File: config.mk
export PLATFORM = sky130hd
export DESIGN_NAME = vip_color_space_converter
export DESIGN_NICKNAME = d
export VERILOG_FILES = /design/src/rtl/vip_csc_pkg.sv /design/src/rtl/vip_sync_delay.sv /design/src/rtl/vip_color_space_converter.sv
export SDC_FILE = /design/constraint.sdc
export NUM_CORES = 1
export LEC_CHECK = 0
export CORE_AREA = 3 3 185 232
export DETAILED_ROUTE_END_ITERATION = 10
export DIE_AREA = 0 0 188 235
export PLACE_DENSITY = 0.63
export REMOVE_ABC_BUFFERS = 1
export SETUP_SLACK_MARGIN = 0.5
export SYNTH_ARGS = -nofsm -noshare
export SYNTH_HDL_FRONTEND = slang
export SYNTH_SLANG_ARGS = --single-unit
export TNS_END_PERCENT = 1
File: constraint.sdc
create_clock -name clk -period 14.9 [get_ports clk]
set_clock_uncertainty 0.05 [all_clocks]
set_input_delay 2.98 -clock clk [delete_from_list [all_inputs] [get_ports clk]]
set_output_delay 2.98 -clock clk [all_outputs]
set_load 0.03 [all_outputs]
File: src/rtl/vip_csc_pkg.sv
// Shared types and constants for vip_color_space_converter.
// Holds both coefficient sets; the top selects one with VIP_CSC_LIMITED_RANGE_EN.
package vip_csc_pkg;

    typedef enum logic [1:0] {
        CSC_YCBCR  = 2'd0,
        CSC_GREY   = 2'd1,
        CSC_BYPASS = 2'd2
    } csc_mode_e;

    localparam int CSC_LATENCY = 3;
    localparam int CSC_SHIFT   = 8;
    localparam int CSC_ROUND   = 128;

    // Full-range coefficients in Q8, rows Y/Cb/Cr, columns R/G/B
    localparam int FR_Y_R  = 77;
    localparam int FR_Y_G  = 150;
    localparam int FR_Y_B  = 29;
    localparam int FR_CB_R = -43;
    localparam int FR_CB_G = -85;
    localparam int FR_CB_B = 128;
    localparam int FR_CR_R = 128;
    localparam int FR_CR_G = -107;
    localparam int FR_CR_B = -21;

    // BT.601 limited-range coefficients in Q8
    localparam int LR_Y_R  = 66;
    localparam int LR_Y_G  = 129;
    localparam int LR_Y_B  = 25;
    localparam int LR_CB_R = -38;
    localparam int LR_CB_G = -74;
    localparam int LR_CB_B = 112;
    localparam int LR_CR_R = 112;
    localparam int LR_CR_G = -94;
    localparam int LR_CR_B = -18;

    function automatic int csc_coef(input bit limited, input int idx);
        case (idx)
            0:       return limited ? LR_Y_R  : FR_Y_R;
            1:       return limited ? LR_Y_G  : FR_Y_G;
            2:       return limited ? LR_Y_B  : FR_Y_B;
            3:       return limited ? LR_CB_R : FR_CB_R;
            4:       return limited ? LR_CB_G : FR_CB_G;
            5:       return limited ? LR_CB_B : FR_CB_B;
            6:       return limited ? LR_CR_R : FR_CR_R;
            7:       return limited ? LR_CR_G : FR_CR_G;
            8:       return limited ? LR_CR_B : FR_CR_B;
            default: return 0;
        endcase
    endfunction

    // Encodings 2 and 3 both mean bypass
    function automatic csc_mode_e csc_decode(input logic [1:0] mode);
        case (mode)
            2'd0:    return CSC_YCBCR;
            2'd1:    return CSC_GREY;
            default: return CSC_BYPASS;
        endcase
    endfunction

endpackage

File: src/rtl/vip_sync_delay.sv
// Fixed-depth shift register that keeps frame qualifiers aligned with the pixel pipeline.
module vip_sync_delay
    import vip_csc_pkg::*;
#(
    parameter int DEPTH = CSC_LATENCY,
    parameter int WIDTH = 3
) (
    input  logic             clk,
    input  logic             rst_n,
    input  logic [WIDTH-1:0] i_data,
    output logic [WIDTH-1:0] o_data
);

    logic [WIDTH-1:0] r_shift [DEPTH];

    always_ff @(posedge clk) begin
        if (!rst_n) begin
            for (int i = 0; i < DEPTH; i++) r_shift[i] <= '0;
        end else begin
            r_shift[0] <= i_data;
            for (int i = 1; i < DEPTH; i++) r_shift[i] <= r_shift[i-1];
        end
    end

    assign o_data = r_shift[DEPTH-1];

endmodule

File: src/rtl/vip_color_space_converter.sv
// RGB to YCbCr / grey / bypass converter: 3-stage pipeline with delayed frame qualifiers.
// Define VIP_CSC_LIMITED_RANGE_EN for BT.601 limited range; the default build is full range.
module vip_color_space_converter
    import vip_csc_pkg::*;
#(
    parameter int DATA_W = 8
) (
    input  logic              clk,
    input  logic              rst_n,
    input  logic [1:0]        cfg_mode,
    input  logic              per_frame_vsync,
    input  logic              per_frame_href,
    input  logic              per_frame_clken,
    input  logic [DATA_W-1:0] per_img_red,
    input  logic [DATA_W-1:0] per_img_green,
    input  logic [DATA_W-1:0] per_img_blue,
    output logic              post_frame_vsync,
    output logic              post_frame_href,
    output logic              post_frame_clken,
    output logic [DATA_W-1:0] post_img_Y,
    output logic [DATA_W-1:0] post_img_Cb,
    output logic [DATA_W-1:0] post_img_Cr,
    output logic [1:0]        mode_active
);

    localparam int SUM_W = DATA_W + 10;
    typedef logic signed [SUM_W-1:0] sum_t;

`ifdef VIP_CSC_LIMITED_RANGE_EN
    localparam bit   LIMITED_EN = 1'b1;
    localparam sum_t OFF_Y      = sum_t'(16 * 2**DATA_W);
    localparam sum_t Y_LO       = sum_t'(16 * 2**(DATA_W-8));
    localparam sum_t Y_HI       = sum_t'(235 * 2**(DATA_W-8));
    localparam sum_t C_LO       = sum_t'(16 * 2**(DATA_W-8));
    localparam sum_t C_HI       = sum_t'(240 * 2**(DATA_W-8));
`else
    localparam bit   LIMITED_EN = 1'b0;
    localparam sum_t OFF_Y      = sum_t'(0);
    localparam sum_t Y_LO       = sum_t'(0);
    localparam sum_t Y_HI       = sum_t'(2**DATA_W - 1);
    localparam sum_t C_LO       = sum_t'(0);
    localparam sum_t C_HI       = sum_t'(2**DATA_W - 1);
`endif
    localparam sum_t              OFF_C = sum_t'(2**(DATA_W+7));
    localparam sum_t              RND   = sum_t'(CSC_ROUND);
    localparam logic [DATA_W-1:0] MID   = DATA_W'(2**(DATA_W-1));

    function automatic logic [DATA_W-1:0] clamp(input sum_t v, input sum_t lo, input sum_t hi);
        if (v < lo) return lo[DATA_W-1:0];
        if (v > hi) return hi[DATA_W-1:0];
        return v[DATA_W-1:0];
    endfunction

    logic                r_vsync_d;
    logic [1:0]          r_mode_active;
    logic                w_vsync_rise;
    logic [1:0]          w_pix_mode;
    sum_t                w_pix [3];
    sum_t                r_prod [9];
    sum_t                r_sum [3];
    sum_t                w_shift [3];
    logic [1:0]          r_mode_s1;
    logic [1:0]          r_mode_s2;
    logic [3*DATA_W-1:0] r_byp_s1;
    logic [3*DATA_W-1:0] r_byp_s2;
    logic [DATA_W-1:0]   w_y;
    logic [DATA_W-1:0]   w_cb;
    logic [DATA_W-1:0]   w_cr;
    logic [DATA_W-1:0]   r_y;
    logic [DATA_W-1:0]   r_cb;
    logic [DATA_W-1:0]   r_cr;
    logic [2:0]          w_sync_out;

    assign w_vsync_rise = per_frame_vsync & ~r_vsync_d;
    // A pixel arriving with the vsync edge already takes the newly loaded mode
    assign w_pix_mode   = w_vsync_rise ? cfg_mode : r_mode_active;

    assign w_pix[0] = sum_t'(per_img_red);
    assign w_pix[1] = sum_t'(per_img_green);
    assign w_pix[2] = sum_t'(per_img_blue);

    always_ff @(posedge clk) begin
        if (!rst_n) begin
            r_vsync_d     <= 1'b0;
            r_mode_active <= 2'd0;
        end else begin
            r_vsync_d <= per_frame_vsync;
            if (w_vsync_rise) r_mode_active <= cfg_mode;
        end
    end

    // The mode and raw pixel travel with the data so each pixel keeps its own mode
    always_ff @(posedge clk) begin
        if (!rst_n) begin
            for (int i = 0; i < 9; i++) r_prod[i] <= '0;
            for (int i = 0; i < 3; i++) r_sum[i] <= '0;
            r_mode_s1 <= 2'd0;
            r_mode_s2 <= 2'd0;
            r_byp_s1  <= '0;
            r_byp_s2  <= '0;
            r_y       <= '0;
            r_cb      <= '0;
            r_cr      <= '0;
        end else begin
            for (int i = 0; i < 3; i++)
                for (int k = 0; k < 3; k++)
                    r_prod[3*i+k] <= w_pix[k] * sum_t'(csc_coef(LIMITED_EN, 3*i+k));
            r_mode_s1 <= w_pix_mode;
            r_byp_s1  <= {per_img_red, per_img_green, per_img_blue};

            for (int i = 0; i < 3; i++)
                r_sum[i] <= r_prod[3*i] + r_prod[3*i+1] + r_prod[3*i+2]
                          + ((i == 0) ? OFF_Y : OFF_C) + RND;
            r_mode_s2 <= r_mode_s1;
            r_byp_s2  <= r_byp_s1;

            r_y  <= w_y;
            r_cb <= w_cb;
            r_cr <= w_cr;
        end
    end

    always_comb begin
        for (int i = 0; i < 3; i++) w_shift[i] = r_sum[i] >>> CSC_SHIFT;
        w_y  = clamp(w_shift[0], Y_LO, Y_HI);
        w_cb = clamp(w_shift[1], C_LO, C_HI);
        w_cr = clamp(w_shift[2], C_LO, C_HI);
        case (csc_decode(r_mode_s2))
            CSC_GREY: begin
                w_cb = MID;
                w_cr = MID;
            end
            CSC_BYPASS: begin
                w_y  = r_byp_s2[3*DATA_W-1 -: DATA_W];
                w_cb = r_byp_s2[2*DATA_W-1 -: DATA_W];
                w_cr = r_byp_s2[DATA_W-1:0];
            end
            default: ;
        endcase
    end

    vip_sync_delay #(
        .DEPTH (CSC_LATENCY),
        .WIDTH (3)
    ) u_sync_delay (
        .clk    (clk),
        .rst_n  (rst_n),
        .i_data ({per_frame_vsync, per_frame_href, per_frame_clken}),
        .o_data (w_sync_out)
    );

    assign {post_frame_vsync, post_frame_href, post_frame_clken} = w_sync_out;
    assign post_img_Y  = r_y;
    assign post_img_Cb = r_cb;
    assign post_img_Cr = r_cr;
    assign mode_active = r_mode_active;

endmodule

After elaboration in Yosys (flattened, before gate mapping). Memory sizes are Yosys's and may differ from the RTL's. Index checks and enable logic that the tools add are counted. Widths: inputs -> output; s select.

$add $sub $neg: 11. $mul: 9. Order comparisons: 6. Equal/unequal tests: 3. Multiplexer cells: 50. Bitwise operators: 17. Reduce and logical (&&, ||, !) cells: 1.

Operator list (count): $mux 18 (20); $mul 9x18->18 (9); $add 18x18->18 (6); $mux 8 (13); $add 18x9->18 const B (3); $add 18x17->18 const B (2); $pmux 8 s2 (2); $gt 10x9->1 const B (3); $lt 10x1->1 const B (3); $or 1x1->1 (15); $mux 1 (11); $mux 3 (3); $eq 2x1->1 const B (2); $pmux 2 s2 (1); $eq 2x2->1 const B (1); $logic_not 2->1 (1); $and 1x1->1 (1); $not 1->1 (1).

Register bits after elaboration: 77. Bits in writable memories: 225. Input bits: 31. Output and inout bits: 29. Logic and storage cells: 108. Memories kept: 3.

Memories: r_prod (depth 9, width 18, read ports 9, clocked after Yosys merged registers in 0, write ports 9, RTL line vip_color_space_converter.sv:59) `sum_t r_prod [9];`; r_sum (depth 3, width 18, read ports 3, clocked after Yosys merged registers in 0, write ports 3, RTL line vip_color_space_converter.sv:60) `sum_t r_sum [3];`; u_sync_delay.r_shift (depth 3, width 3, read ports 3, clocked after Yosys merged registers in 0, write ports 3, RTL line vip_sync_delay.sv:14) `logic [WIDTH-1:0] r_shift [DEPTH];`.

Depth between registers and ports, before layout. Gate-level depths: netlist of the first run. An unclocked memory read counts as a cell.

Word-level depth: 7. Mapped depth: 17. Gate-level depth less buffers: 17.

Hierarchy. A second synthesis of the first run with hierarchy kept.

Cells, all modules: 1770. Area total of the unflattened synthesis: 17082.6 µm².

By module, submodules not included: vip_color_space_converter (times used 1, cells an instance 1749, area an instance 16823.6 µm²); vip_sync_delay (times used 1, cells an instance 21, area an instance 259.0 µm²).

Least setup slack after synthesis of the first run. No wires, ideal clock.

Kind: input to register. Start point: input port per_img_red[0]. End point: memory r_prod[0][70] in the netlist's numbering. Library setup time: 0.128 ns. Data arrival time: 6.765 ns. Required time: 14.722 ns. Slack: 7.957 ns. Stages: 16. Path buffers: 0. Cell sequence: fa_1 > inv_1 > fa_1 > inv_1 > fa_1 > inv_1 > fa_1 > inv_1 > ha_1 > a21oi_1 > nor2b_1 > o21ai_0 > nor2b_1 > o31ai_1 > xnor2_1 > nor2_1.

RTL lines: start, declared (RTL line vip_color_space_converter.sv:14) `input logic [DATA_W-1:0] per_img_red,`; end, declared (RTL line vip_color_space_converter.sv:59).

==> impl_metrics.json, run 1 <==
{
  "final_antenna_net_count": 0,
  "ys_warn_count": 0,
  "dieArea_mm2": 0.04418,
  "gr-total-overflow": 0,
  "synth_area_per_cell_um2": 9.668,
  "synth_edf_count": 0,
  "grt_start_max_net_pins": 75,
  "clock-sinks": 216,
  "cts_setup_buffers": 0,
  "die_w_um": 188,
  "drtIter0Drc": 386,
  "worst-path-stages": 12,
  "r2r_cells": 10,
  "n_antenna_cell": 0,
  "finalSetupViolCount": 0,
  "crit_buf_inv": 3,
  "min_path_type": "reg -> reg",
  "finalMaxSlewViolations": 0,
  "drcViolationCount": 0,
  "netlist_area_mm2": 0.01706,
  "timing.setup.tns_ns": 0,
  "synth_cell_types": 57,
  "power_leakage_nw": 9.615,
  "tightest_slew_ns": 0.8491,
  "cts_buffers": 25,
  "powerDensity_mw_per_mm2": 203.0,
  "slew_headroom": 0.4340,
  "drive_gt1_frac": 0.03313,
  "fmax_mhz": 136.7,
  "vias": 11730,
  "viasPerCell": 4.901,
  "crit_path_end_kind": "flip-flop",
  "htree_num_levels": 1,
  "grt_pass1_wl_mm": 61.76,
  "wl_met2_mm": 18.61,
  "cts_buffer_depth": 3,
  "pin_count": 60,
  "mostFrequentLayoutCells": "inv_1, ha_1, dfxtp_1, fa_1, nor2_1",
  "wl_met3_mm": 1.088,
  "seq_area_frac_synth": 0.2534,
  "area_growth_pct": 12.30,
  "maxCapViolations": 0,
  "status": "complete, no violations",
  "syn_inst": 1765,
  "cp_max_fo": 7,
  "peakVddDrop_v": 0.0001077,
  "grtUsageTotal": 0.1725,
  "antenna_found_initial": 1,
  "routedWlPerCell_um": 15.74,
  "firstDrtPassIters": 5,
  "worst_path_most_repeated_cell": "fa_1",
  "crit_path_cell_trace": "clkdlybuf4s50_1, fa_1, inv_1, fa_1, fa_1, fa_1, inv_1, ha_1, nand3_1, o311ai_0, o31ai_1, mux2i_1",
  "port_buffers": 59,
  "hold_viol": 0,
  "core_mm2": 0.04102,
  "fin_crit_sh": 0.4909,
  "hold_depth": 1,
  "gp_congestion": 0.8763,
  "crit_family": "adder cells",
  "grt_setup_unrepaired": "false",
  "synthFlopType": "dfxtp_1",
  "final_nets": 2329,
  "clk_pin_slew_ns": 0.06,
  "top_layer_used": "met4",
  "cp-start-kind": "primary input",
  "required_ns": 15.26,
  "dp_hpwl_mm": 30.65,
  "cts_tree": "yes",
  "utilization": 0.4672,
  "grt_pass1_vias": 12520,
  "start_util": 0.4160,
  "wl_met1_mm": 16.49,
  "worst_path_largest_cell_delay_ns": 0.77,
  "synthArstFlopShare": 0,
  "slowest_stage": "fa_1",
  "min_period_ns": 7.315,
  "drt-total-wl_mm": 37.67,
  "die_height_um": 235,
  "num_rows": 83,
  "root_buffer": "clkbuf_16",
  "worst-setup-path-type": "in -> reg",
  "cts-resized-gates": 0,
  "ys_ff_latch": 216,
  "worstPathArrival_ns": 7.68,
  "postCtsHoldBufs": 0,
  "final_common_cell": "inv_1",
  "clkLatencyLatePin_ns": 0.54
}
path summary, 6_finish.rpt:
check                                      start              to  slack [ns]
worst max-delay path            per_img_green[2]  r_prod[0][143]        7.59
worst min-delay path                r_byp_s1[13]    r_byp_s2[13]        0.38
worst max register to register     r_prod[0][76]    r_sum[0][15]       11.52
worst min register to register      r_byp_s1[13]    r_byp_s2[13]        0.38
metal layers:
metal | GRT usage | vias to the layer above
met5 | 0 | -
met4 | 0.06597 | 0
met3 | 0.01970 | 71
met2 | 0.3125 | 171
met1 | 0.2087 | 5615
li1 | - | 5870
cells in the mapped netlist, types with 3 or more instances:
cell,n,share of area
inv_1,327,0.072
ha_1,321,0.24
dfxtp_1,216,0.25
fa_1,155,0.18
nor2_1,132,0.029
a21oi_1,90,0.026
and2_1,74,0.027
o21ai_0,52,0.015
nand2_1,45,0.0099
xnor2_1,45,0.023
nor3_1,38,0.011
a21o_1,36,0.016
xor2_1,35,0.018
clkbuf_1,29,0.0064
nor2b_1,16,0.0059
o21bai_1,12,0.0053
a31oi_1,11,0.0040
nand3_1,11,0.0032
and3_1,10,0.0037
nand2b_1,10,0.0037
nor3b_1,8,0.0035
mux2i_1,7,0.0041
o31ai_1,7,0.0031
a21boi_0,6,0.0026
a211oi_1,5,0.0022
o21a_1,5,0.0022
or3_1,5,0.0018
a41oi_1,4,0.0021
o311ai_0,4,0.0021
or2_2,4,0.0015
a221oi_1,3,0.0015
buf_1,3,0.00066
nor4_1,3,0.0011
nor4b_1,3,0.0015
o22ai_1,3,0.0011
sequential cells by signal (all words and copies together) (netlist names):
name                  cells
post_img_Cb               8
post_img_Cr               8
post_img_Y                8
r_byp_s1                 23
r_byp_s2                 24
r_mode_s1                 2
r_mode_s2                 2
r_prod                  102
r_sum                    30
u_sync_delay.r_shift      9
area by class of cell:
type	count	area, µm²
flip-flops and latches	216	4324
well taps	552	690.7
clock buffers	32	701.9
inverters	327	1230
repair buffers	63	615.6
fillers	3893	21860
multi-input cells	1189	11390
clock inverters	14	214.0
metrics by stage:
step	power [mW]	hold WS (ns)	worst slack (ns)	cell area, µm²	std cells
2_1_floorplan	2.685	0.3618	7.862	16940	1732
3_3_place_gp	3.163	0.3644	7.192	18250	2347
3_5_place_dp	3.227	0.3725	7.024	18250	2347
4_1_cts	3.931	0.3828	7.588	19160	2393
5_1_grt	4.299	0.3840	7.223	19160	2393
6_report	3.891	0.3795	7.585	19160	2393
cells by family after synthesis:
kind of cell    count (synthesis)  share of synthesized area
simple gates                  368                     0.1076
xor+xnor                       80                    0.04106
flops                         216                     0.2534
fa+ha+maj                     476                     0.4172
mux                             7                   0.004106
compound gates                258                    0.09738
buf+inv                       360                    0.07926
where the power goes:
part,switching [mW],internal (mW)
clock,0.250,0.421
combinational,1.34,1.06
sequential,0.0839,0.739
Power figures use the tool's default switching activity.
==> run 2: changes to the inputs <==
PLACE_DENSITY = 0.65   (was 0.63)
clock period = 6.1 ns   (was 14.9 ns; I/O delays follow)
==> impl_metrics.json, run 2 (synthesized netlist as in run 1, its figures left out) <==
{
  "cp-start-kind": "primary input",
  "register_area_mm2": 0.004324,
  "required_ns": 6.50,
  "multi_input_area_mm2": 0.01139,
  "cts_tree": "yes",
  "finalSetupViolCount": 0,
  "dieArea_mm2": 0.04418,
  "drtIter0Drc": 370,
  "place_area_mm2": 0.01840,
  "reg2reg_slack_ns": 2.70,
  "worst_path_largest_cell_delay_ns": 0.79,
  "stdcell_count": 2410,
  "crit_buf_inv": 3,
  "maxCapViolations": 0,
  "fin_crit_sh": 0.8866,
  "die_height_um": 235,
  "grt_setup_unrepaired": "true",
  "port_buffers": 59,
  "drt-total-wl_mm": 37.42,
  "grt_pass1_vias": 12330,
  "dp_hpwl_mm": 30.83,
  "drive_gt1_frac": 0.04254,
  "final_nets": 2347,
  "final_antenna_net_count": 0,
  "utilization": 0.4672,
  "drcViolationCount": 0,
  "start_util": 0.4160,
  "largest_reg_flops": 102,
  "timing.rr.end": "r_sum[0][15]",
  "cts_setup_buffers": 0,
  "clk_pin_slew_ns": 0.07,
  "power_leakage_nw": 9.641,
  "cp_max_fo": 5,
  "peakVddDrop_v": 0.0002159,
  "hold_end": "r_byp_s2[11]",
  "worst-setup-path-type": "in -> reg",
  "cts_buffers": 23,
  "gr-total-overflow": 0,
  "htree_num_levels": 1,
  "die_w_um": 188,
  "min_period_ns": 5.408,
  "grtUsageTotal": 0.1720,
  "cts-resized-gates": 0,
  "min-delay-start": "r_byp_s1[11]",
  "p_total_mw": 9.269,
  "core_mm2": 0.04102,
  "largest-register": "r_prod",
  "tightest_slew_ns": 0.7753,
  "slowest_stage": "fa_1",
  "fmax_mhz": 184.9,
  "routedWlPerCell_um": 15.53,
  "hold_depth": 1,
  "final_common_cell": "inv_1",
  "vias": 11650,
  "crit_family": "adder cells",
  "antenna_found_initial": 0,
  "viasPerCell": 4.833,
  "num_rows": 83,
  "placedCellCount": 2367,
  "clock-sinks": 216,
  "slew_headroom": 0.4832,
  "powerDensity_mw_per_mm2": 483.6,
  "startpoint": "per_img_green[0]",
  "worstPathArrival_ns": 5.80,
  "r2r-start": "r_prod[0][76]",
  "grt_start_max_net_pins": 79,
  "largestRegisters": "r_prod x102, r_sum x30, r_byp_s2 x24",
  "crit_path_cell_trace": "clkdlybuf4s50_1, fa_1, inv_1, fa_1, fa_1, inv_1, fa_1, ha_1, nand3_1, nor3_2, a2111oi_4, a211oi_1, mux2i_1",
  "root_buffer": "clkbuf_16",
  "postLayoutCellArea_mm2": 0.01917,
  "crit_path_end_kind": "flip-flop",
  "cts_buffer_depth": 3,
  "min_path_type": "reg -> reg",
  "r2r_cells": 10,
  "timing.setup.tns_ns": 0,
  "gp_congestion": 0.8893,
  "postCtsHoldBufs": 0,
  "worst_path_most_repeated_cell": "fa_1",
  "hold_viol": 0,
  "finalMaxSlewViolations": 0,
  "nFillCells": 3921,
  "grt_pass1_wl_mm": 61.71,
  "pin_count": 60,
  "mostFrequentLayoutCells": "inv_1, ha_1, dfxtp_1, fa_1, nor2_1",
  "firstDrtPassIters": 4,
  "area_growth_pct": 12.32,
  "clkLatencyLatePin_ns": 0.53,
  "status": "complete, no violations"
}
## run 2: changes by cell type in the layout (fill, tap and decap cells not counted), sizes merged
cell	previous run	this run
bufinv	5	1
clkinv	4	7
inv	329	330
diode	0	1
clkbuf	32	28
buf	5	25
## run 2: area by class of cell
type,instances,area share
multi-input combinational,1189,0.5945
sequential,216,0.2256
clock inverter,14,0.006528
tap,552,0.03604
clock buffer,28,0.03310
inverter,327,0.06417
antenna,1,0.0001306
timing repair buffer,83,0.03995
## run 2: how the worst max path moves through the flow
| stage | end | slack, ns | depth (start not counted) |
|---|---|---|---|
| after floorplan | r_prod[0][70] | 0.82 | 16 |
| after global placement | r_prod[0][71] | 0.24 | 17 |
| after detailed placement | r_prod[0][70] | 0.11 | 17 |
| after CTS | r_prod[0][89] | 0.69 | 13 |
| after global routing | r_prod[0][89] | 0.44 | 13 |
| final | r_prod[0][89] | 0.69 | 13 |
## run 2: metal layers
| layer | up-vias | share of wire | GRT usage |
|---|---|---|---|
| li1 | 5912 | - | - |
| met1 | 5524 | 0.44 | 0.2134 |
| met2 | 154 | 0.50 | 0.3138 |
| met3 | 58 | 0.030 | 0.02074 |
| met4 | 0 | 0.025 | 0.04686 |
| met5 | - | 0 | 0 |
## run 2: metrics by stage
step                worst slack (ns)  hold WS (ns)
floorplan                     0.8218        0.3618
global placement              0.2421        0.3635
detailed placement            0.1055        0.3677
CTS                           0.6881        0.3815
global route                  0.4403        0.3924
finish                        0.6916        0.3784
## run 2: where the power goes
| group | switching (mW) | total [mW] | internal [mW] | leakage, nW |
|---|---|---|---|---|
| Clock | 0.604 | 1.40 | 0.793 | 0.370 |
| Combinational | 3.25 | 5.86 | 2.61 | 7.48 |
| Sequential | 0.208 | 2.01 | 1.80 | 1.79 |
| Total | 4.06 | 9.27 | 5.21 | 9.64 |
==> run 3: changes to the inputs <==
ABC_AREA = 1   (was default)
CORE_AREA = 3 3 254 181   (was 3 3 185 232)
DIE_AREA = 0 0 257 184   (was 0 0 188 235)
SETUP_SLACK_MARGIN = default   (was 0.5)
==> impl_metrics.json, run 3 <==
{
  "port_buffers": 59,
  "synth_area_leaders": "dfxtp_1, ha_1, fa_1, inv_1, nand2_1",
  "finalSetupViolCount": 0,
  "whs_ns": 0.3595,
  "synth_edf_count": 0,
  "die_height_um": 184,
  "cts_setup_buffers": 0,
  "p_total_mw": 10.30,
  "largest_reg_flops": 102,
  "start_util": 0.4194,
  "synthArstFlopShare": 0,
  "cts_tree": "yes",
  "cts-resized-gates": 0,
  "min_period_ns": 5.157,
  "largest-register": "r_prod",
  "syn_inst": 2297,
  "maxCapViolations": 0,
  "power_leakage_nw": 11.32,
  "cts_buffers": 25,
  "dieArea_mm2": 0.04729,
  "synth_area_per_cell_um2": 7.968,
  "drtIter0Drc": 961,
  "clock-sinks": 216,
  "fin_crit_sh": 0.8454,
  "netlist_area_mm2": 0.01830,
  "viasPerCell": 4.805,
  "final_common_cell": "inv_1",
  "status": "complete, no violations",
  "finalMaxSlewViolations": 0,
  "r2r_cells": 11,
  "antenna_found_initial": 0,
  "largestRegisters": "r_prod x102, r_sum x30, r_byp_s2 x24",
  "synth_top_area_frac": 0.2363,
  "place_area_mm2": 0.01962,
  "drt-total-wl_mm": 44.98,
  "drive_gt1_frac": 0.03185,
  "final_antenna_net_count": 0,
  "cts_buffer_depth": 3,
  "num_rows": 64,
  "vias": 14320,
  "routedWlPerCell_um": 15.09,
  "pin_count": 60,
  "mostFrequentLayoutCells": "inv_1, nand2_1, ha_1, dfxtp_1, a21oi_1",
  "tightest_slew_ns": 0.9836,
  "clk_pin_slew_ns": 0.06,
  "worstPathArrival_ns": 5.57,
  "gp_congestion": 0.9341,
  "fmax_mhz": 193.9,
  "n_antenna_cell": 0,
  "hold_viol": 0,
  "synthFlopType": "dfxtp_1",
  "dp_hpwl_mm": 37.33,
  "clkLatencyLatePin_ns": 0.54,
  "grt_pass1_vias": 14200,
  "grtUsageTotal": 0.1944,
  "die_w_um": 257,
  "htree_num_levels": 1,
  "slew_headroom": 0.3402,
  "peakVddDrop_v": 0.0003248,
  "final_nets": 2878,
  "powerDensity_mw_per_mm2": 502.7,
  "ys_warn_count": 0,
  "ys_ff_latch": 216,
  "grt_pass1_wl_mm": 74.06,
  "core_mm2": 0.04364,
  "gr-total-overflow": 0,
  "postLayoutCellArea_mm2": 0.02049,
  "crit_path_end_kind": "flip-flop",
  "synth_cell_types": 37,
  "postCtsHoldBufs": 0,
  "drcViolationCount": 0,
  "root_buffer": "clkbuf_16",
  "yosys.area.top_type": "dfxtp_1",
  "seq_area_frac_synth": 0.2363,
  "worst-setup-path-type": "in -> reg",
  "netlist_top_cells_count": "inv_1, nand2_1, ha_1, dfxtp_1, a21oi_1",
  "min_path_type": "reg -> reg",
  "required_ns": 6.51,
  "area_growth_pct": 11.97,
  "synth.most_common_cell": "inv_1",
  "hold_depth": 2,
  "grt_start_max_net_pins": 74,
  "firstDrtPassIters": 5,
  "timing.setup.tns_ns": 0,
  "cp-start-kind": "primary input",
  "cp_max_fo": 7,
  "grt_setup_unrepaired": "false"
}
-- run 3: changes by cell type in the layout (fill, tap and decap cells not counted), sizes merged, moves of 27 or more --
cell	delta
nand2	+396
inv	+187
a21oi	+102
and2	-70
nand3	+57
o21ai	+57
xnor2	-38
nor2	+35
nor3	-29
xor2	-27
-- run 3: path summary, 6_finish.rpt --
path | to | slack [ns] | from
worst max-delay path | r_prod[0][70] | 0.94 | per_img_red[1]
worst min-delay path | r_byp_s2[15] | 0.36 | r_byp_s1[15]
worst max register to register | r_sum[0][53] | 3.23 | r_byp_s1[16]
worst min register to register | r_byp_s2[15] | 0.36 | r_byp_s1[15]
-- run 3: layout make-up --
type                       instances  area (µm²)
fill                            4268       23150
tap                              594       743.2
multi-input combinational       1539       11920
inverter                         516        1937
clock inverter                    13       212.7
sequential                       216        4324
timing repair buffer              73       693.2
clock buffer                      29       660.6
-- run 3: cell families after synthesis --
family	synth area share
xor gates and xnor gates	0.007178
and+or+nand+nor	0.1571
adders and majority gates	0.3890
buffers and inverters	0.1123
AOI/OAI and AO/OA	0.09817
DFF	0.2363
-- run 3: worst max-delay path: stages --
cell,delay [ns]
clkdlybuf4s50_1,0.57
fa_1,0.65
inv_1,0.12
fa_1,0.59
inv_1,0.12
fa_1,0.55
inv_1,0.06
fa_1,0.53
inv_1,0.04
ha_1,0.34
a21oi_1,0.25
o21ai_0,0.11
a21oi_1,0.12
nand2_1,0.08
nand2_1,0.06
nand2_1,0.05
nor2_1,0.10
-- run 3: where the power goes --
| group | switching (mW) | total, mW | leakage (nW) | internal (mW) |
|---|---|---|---|---|
| Combinational | 4.21 | 6.67 | 9.11 | 2.47 |
| Clock | 0.611 | 1.60 | 0.417 | 0.987 |
| Sequential | 0.230 | 2.03 | 1.79 | 1.80 |
-- run 3: metal layers --
| layer | track usage | wire [µm] | up-vias |
|---|---|---|---|
| met5 | 0 | 0 | - |
| met4 | 0.02945 | 654 | 0 |
| met3 | 0.02960 | 2445 | 45 |
| met2 | 0.3049 | 19120 | 292 |
| met1 | 0.2884 | 22750 | 6647 |
| li1 | - | - | 7335 |
-- run 3: per-stage QoR --
stage | utilization | setup slack [ns] | instances
CTS | 0.4696 | 0.9351 | 2980
global placement | 0.4496 | 0.4911 | 2938
global route | 0.4696 | 0.6355 | 2980
floorplan | - | 1.199 | 2271
detailed placement | 0.4496 | 0.3857 | 2938
finish | 0.4696 | 0.9429 | 2980
